File: config.mk
export PLATFORM = sky130hd
export DESIGN_NAME = prga_decrypt
export DESIGN_NICKNAME = d
export VERILOG_FILES = /design/src/rtl/rc4_pkg.sv /design/src/rtl/prga_decrypt.sv
export SDC_FILE = /design/constraint.sdc
export NUM_CORES = 1
export LEC_CHECK = 0
export ABC_AREA = 1
export BUFFER_PORTS_ARGS = -buffer_cell sky130_fd_sc_hd__buf_2
export CORE_ASPECT_RATIO = 1.5
export CORE_MARGIN = 8
export CORE_UTILIZATION = 45
export DETAILED_ROUTE_END_ITERATION = 16
export PLACE_DENSITY_LB_ADDON = 0.08
export SLEW_MARGIN = 20
export SYNTH_ARGS = -nofsm -noshare
export SYNTH_HDL_FRONTEND = slang
export SYNTH_SLANG_ARGS = --single-unit
File: constraint.sdc
create_clock -name clk -period 3.25 [get_ports clk]
set_input_delay 0.1625 -clock clk [delete_from_list [all_inputs] [get_ports clk]]
set_output_delay 0.1625 -clock clk [all_outputs]
set_load 0.005 [all_outputs]
File: src/rtl/rc4_pkg.sv
// rc4_pkg -- shared RC4 definitions for the shuffler and PRGA/decrypt control.
//   prga_state_t : PRGA/decrypt FSM state encoding
//   CH_*         : bounds of the accepted plaintext character set
//   MSG_LEN_DEF  : default ciphertext length in bytes
//   char_ok()    : true for a lowercase letter or a space
package rc4_pkg;

  localparam int MSG_LEN_DEF = 32;

  localparam logic [7:0] CH_SPACE = 8'h20;
  localparam logic [7:0] CH_LO    = 8'h61;
  localparam logic [7:0] CH_HI    = 8'h7A;

  typedef enum logic [3:0] {
    ST_IDLE    = 4'd0,
    ST_INC_I   = 4'd1,
    ST_SEND_SI = 4'd2,
    ST_WAIT_SI = 4'd3,
    ST_CAP_SI  = 4'd4,
    ST_SEND_SJ = 4'd5,
    ST_WAIT_SJ = 4'd6,
    ST_CAP_SJ  = 4'd7,
    ST_WR_SI   = 4'd8,
    ST_WR_SJ   = 4'd9,
    ST_SEND_F  = 4'd10,
    ST_WAIT_F  = 4'd11,
    ST_CAP_F   = 4'd12,
    ST_NEXT_K  = 4'd13,
    ST_DONE    = 4'd14
  } prga_state_t;

  function automatic logic char_ok(input logic [7:0] c);
    return ((c >= CH_LO) && (c <= CH_HI)) || (c == CH_SPACE);
  endfunction

endpackage

File: src/rtl/prga_decrypt.sv
// prga_decrypt -- RC4 PRGA stage: walks the shuffled S array, generates one
// keystream byte per ciphertext byte and writes the XOR result out.
//   clk, rst            : clock, synchronous active-high reset
//   In_Start            : level, starts a message when seen in IDLE
//   Finish_ack          : returns DONE to IDLE
//   s_addr/s_data/s_wren/s_q : S-RAM port (registered-read memory)
//   rom_addr/rom_q      : ciphertext ROM port (registered-read memory)
//   out_addr/out_data/out_wren : plaintext RAM write port
//   Decrypt_Finish      : high while in DONE
//   Key_Invalid         : high in DONE if a byte failed the character check
// Every memory read is SEND (address registered), WAIT (memory registers),
// CAPTURE (data consumed). Per byte: 13 cycles.
module prga_decrypt
  import rc4_pkg::*;
#(
  parameter int MSG_LEN  = MSG_LEN_DEF,
  parameter int CHECK_EN = 1,
  // A one-byte message still needs a 1-bit address bus.
  localparam int AW = (MSG_LEN > 1) ? $clog2(MSG_LEN) : 1
) (
  input  logic          clk,
  input  logic          rst,
  input  logic          In_Start,
  input  logic          Finish_ack,
  output logic [7:0]    s_addr,
  output logic [7:0]    s_data,
  output logic          s_wren,
  input  logic [7:0]    s_q,
  output logic [AW-1:0] rom_addr,
  input  logic [7:0]    rom_q,
  output logic [AW-1:0] out_addr,
  output logic [7:0]    out_data,
  output logic          out_wren,
  output logic          Decrypt_Finish,
  output logic          Key_Invalid
);

  prga_state_t   state;
  logic [7:0]    i;
  logic [7:0]    j;
  logic [7:0]    si;
  logic [7:0]    sj;
  logic [AW-1:0] k;
  logic          bad;
  logic [7:0]    f_byte;
  logic          f_ok;

  assign f_byte = s_q ^ rom_q;
  assign f_ok   = (CHECK_EN == 0) || char_ok(f_byte);

  always_ff @(posedge clk) begin
    if (rst) begin
      state    <= ST_IDLE;
      i        <= '0;
      j        <= '0;
      k        <= '0;
      si       <= '0;
      sj       <= '0;
      s_addr   <= '0;
      s_data   <= '0;
      rom_addr <= '0;
      bad      <= 1'b0;
    end else begin
      case (state)
        ST_IDLE: begin
          i   <= '0;
          j   <= '0;
          k   <= '0;
          bad <= 1'b0;
          if (In_Start) state <= ST_INC_I;
        end
        ST_INC_I: begin
          i     <= i + 8'd1;
          state <= ST_SEND_SI;
        end
        ST_SEND_SI: begin
          s_addr <= i;
          state  <= ST_WAIT_SI;
        end
        ST_WAIT_SI: state <= ST_CAP_SI;
        ST_CAP_SI: begin
          si    <= s_q;
          j     <= j + s_q;
          state <= ST_SEND_SJ;
        end
        ST_SEND_SJ: begin
          s_addr <= j;
          state  <= ST_WAIT_SJ;
        end
        ST_WAIT_SJ: state <= ST_CAP_SJ;
        ST_CAP_SJ: begin
          // Address/data are staged one state early so they are stable
          // for the whole write cycle that follows.
          sj     <= s_q;
          s_addr <= i;
          s_data <= s_q;
          state  <= ST_WR_SI;
        end
        ST_WR_SI: begin
          s_addr <= j;
          s_data <= si;
          state  <= ST_WR_SJ;
        end
        ST_WR_SJ: state <= ST_SEND_F;
        ST_SEND_F: begin
          s_addr   <= si + sj;
          rom_addr <= k;
          state    <= ST_WAIT_F;
        end
        ST_WAIT_F: state <= ST_CAP_F;
        ST_CAP_F: begin
          if (!f_ok) begin
            bad   <= 1'b1;
            state <= ST_DONE;
          end else begin
            state <= ST_NEXT_K;
          end
        end
        ST_NEXT_K: begin
          if (k == AW'(MSG_LEN - 1)) begin
            state <= ST_DONE;
          end else begin
            k     <= k + 1'b1;
            state <= ST_INC_I;
          end
        end
        ST_DONE: begin
          if (Finish_ack) begin
            bad   <= 1'b0;
            state <= ST_IDLE;
          end
        end
        default: state <= ST_IDLE;
      endcase
    end
  end

  assign s_wren         = (state == ST_WR_SI) || (state == ST_WR_SJ);
  assign out_wren       = (state == ST_CAP_F);
  assign out_addr       = k;
  assign out_data       = out_wren ? f_byte : '0;
  assign Decrypt_Finish = (state == ST_DONE);
  assign Key_Invalid    = Decrypt_Finish && bad;

endmodule

==> results.json <==
{
  "status": "complete, no violations",
  "ir_worst_vdd_v": 0.000351,
  "synth.area.mux_share_pct": 0,
  "drive_gt1_share_pct": 20.3,
  "worstPathCellList": "nor2_4 > inv_4 > nor2_2 > inv_1 > nor2_1 > buf_2",
  "synthArstFlopShare_pct": 0,
  "dp_hpwl_mm": 7.68,
  "firstDrtPassIters": 4,
  "final_nets": 606,
  "synth_compound_gate_area_share_pct": 20.6,
  "wl_per_cell_um": 14.7,
  "cpMaxStageDelayCell": "dfxtp_1",
  "die_y_um": 126,
  "reg2reg_depth": 7,
  "endpoint_kind": "primary output",
  "yosysUniqueCellTypes": 45,
  "dp_worst_setup_slack_ps": 1410,
  "place_congestion": 0.848,
  "timing.final.hold_violations": 0,
  "path_clk_slew_ps": 50,
  "synth_top_family_by_area": "simple AND/OR/NAND/NOR gates",
  "grt_pass1_wl_mm": 16.4,
  "synthXorXnorAreaFrac_pct": 1.20,
  "syn_area_per_cell_um2": 7.15,
  "grt.total_usage_pct": 18.8,
  "layout_setup_ws_ps": 1350,
  "start_util_pct": 46.0,
  "drc": 0,
  "clkSinkCount": 63,
  "finalCritPeriodShare_pct": 58.4,
  "ys_seq_area_share_pct": 34.7,
  "worst_path_largest_cell_delay_ps": 410,
  "synth-edff-count": 0,
  "rsz0062_at_grt": "no",
  "fp.dieW_um": 89.4,
  "drt_wl_total_mm": 9.97,
  "netlist_instances": 508,
  "grt_pass1_vias": 3355,
  "port_buffers": 57,
  "placed_cell_area_um2": 4000,
  "maxSlewHeadroom_pct": 43.9,
  "yosysWarnings": 0,
  "slew_violations": 0,
  "grt_max_degree": 36,
  "clockBufferDepth": 2,
  "p_per_area_nw_per_um2": 469,
  "fmax_mhz": 527,
  "core_area_um2": 7910,
  "numCtsBuffers": 9,
  "ant_nets": 0,
  "num_vias": 3485,
  "ioPinCount": 58,
  "total_leakage_power_nw": 2.08,
  "finalSetupViolations": 0,
  "fin_area_um2": 4280,
  "tightest_slew_ps": 840,
  "synthSimpleGateAreaFrac_pct": 28.1,
  "drt_iter0_markers": 138,
  "hold_depth": 3,
  "antenna_found_initial": 0,
  "syn_to_final_growth_pct": 17.7,
  "yosys_most_used_dff": "dfxtp_1",
  "min_period_ps": 1900,
  "via_per_inst": 5.15,
  "drv_cap": 0,
  "insertion_delay_ps": 330,
  "cp.arrival_ps": 1740,
  "grt-ovfl-total": 0,
  "finClkSkew_ps": 5.18,
  "die_area_um2": 11300,
  "fin_tns_setup_ps": 0,
  "crit_fanout": 8,
  "cts_resized": 0,
  "whs_ps": 133,
  "syn-num-nets": 547,
  "cts_tree": "built",
  "synth_area_um2": 3630,
  "postCtsHoldBufs": 0,
  "cts_max_level": 3,
  "diodes": 0,
  "cts_setup_buffers": 0,
  "cp-start-kind": "flop",
  "rows": 40,
  "synth_seq_cells": 63,
  "cp.required_ps": 3090,
  "clockRootBuffer": "clkbuf_16",
  "hp-class": "input pin to flop",
  "synth_fa_ha_area_share_pct": 6.95,
  "critPathKind": "flop to primary output"
}
==> power by group <==
| part | internal, mW | switching (mW) | total [mW] |
|---|---|---|---|
| clock | 0.554 | 0.334 | 0.888 |
| sequential | 0.804 | 0.0346 | 0.839 |
| combinational | 0.0951 | 0.186 | 0.281 |
| total | 1.45 | 0.554 | 2.01 |
==> synth_stat cells, types with 3 or more instances <==
library cell | number | area share, %
nor2_2 | 5 | 0.86
nand4_1 | 7 | 1.2
nand2_4 | 6 | 1.9
nor3_1 | 4 | 0.55
nand2_1 | 123 | 13
a21oi_1 | 58 | 8.0
inv_1 | 52 | 5.4
nor2_4 | 4 | 1.2
xor2_1 | 3 | 0.72
ha_1 | 17 | 5.9
nor2_1 | 32 | 3.3
nand3_1 | 18 | 2.5
or2_2 | 4 | 0.69
o21ai_0 | 29 | 4.0
nand2_2 | 5 | 0.86
a21o_1 | 4 | 0.83
a31oi_1 | 13 | 2.2
a211oi_1 | 3 | 0.62
inv_2 | 11 | 1.1
clkbuf_1 | 6 | 0.62
dfxtp_1 | 63 | 35
o21ai_1 | 10 | 1.4
==> cell families after synthesis <==
group	Yosys count
AOI/OAI and AO/OA	130
buffers and inverters	75
and+or+nand+nor	216
DFF	63
adders and majority gates	19
xor gates and xnor gates	5
==> per-layer routing <==
layer  track usage [%]  wire [um]  up-vias
li1                  -          -     1811
met1              20.7       4070     1586
met2              33.4       5300       76
met3              3.65        429       12
met4              7.97        171        0
met5                 0          0        -
==> worst max-delay path, delay by kind of cell (launching register included) <==
family | cells | cell delay [ps]
flops | 1 | 410
simple gates | 3 | 600
buf+inv | 3 | 380
==> registers in the layout (all words and copies together) (netlist names) <==
| signal | count |
|---|---|
| bad | 1 |
| j | 8 |
| s_data | 8 |
| out_addr | 5 |
| i | 8 |
| si | 8 |
| sj | 8 |
| rom_addr | 5 |
| state | 4 |
| s_addr | 8 |
==> cell usage in the layout, fill, tap and decap left out, types with 3 or more instances in the layout <==
cell and count:
nand2_4 6, or2_2 4, inv_1 52, dfxtp_1 63, clkbuf_16 9, nor2_1 32
nor3_1 4, a211oi_1 3, inv_2 11, o21ai_1 10, xor2_1 3, a31oi_1 13
nor2_4 4, buf_2 57, o21ai_0 29, a21o_1 4, nand2_1 123, nand2_2 5
nand4_1 7, a21oi_1 58, nor2_2 5, ha_1 17, nand3_1 18
==> final cells by class <==
type	instances	area, um^2
Fill cell	842	3630
Multi-Input combinational cell	370	2070
Sequential cell	63	1260
Timing Repair Buffer	58	293
Clock buffer	13	260
Inverter	65	249
Tap cell	105	131
Clock inverter	3	17.5
==> final timing paths <==
check | startpoint | endpoint | slack (ps)
hold / removal | s_q[0] | si[0] | 130
hold reg to reg | bad | bad | 460
setup / recovery | state[0] | out_data[2] | 1350
setup reg to reg | state[1] | s_addr[7] | 1410
==> through the flow <==
step	util (%)	total power, mW	cells
floorplan	-	1.05	508
global placement	50.6	1.13	661
global route	54.1	2.10	677
CTS	54.1	2.03	677
finish	54.1	2.01	677
detailed placement	50.6	1.14	661
(Power assumes the default switching activity.)
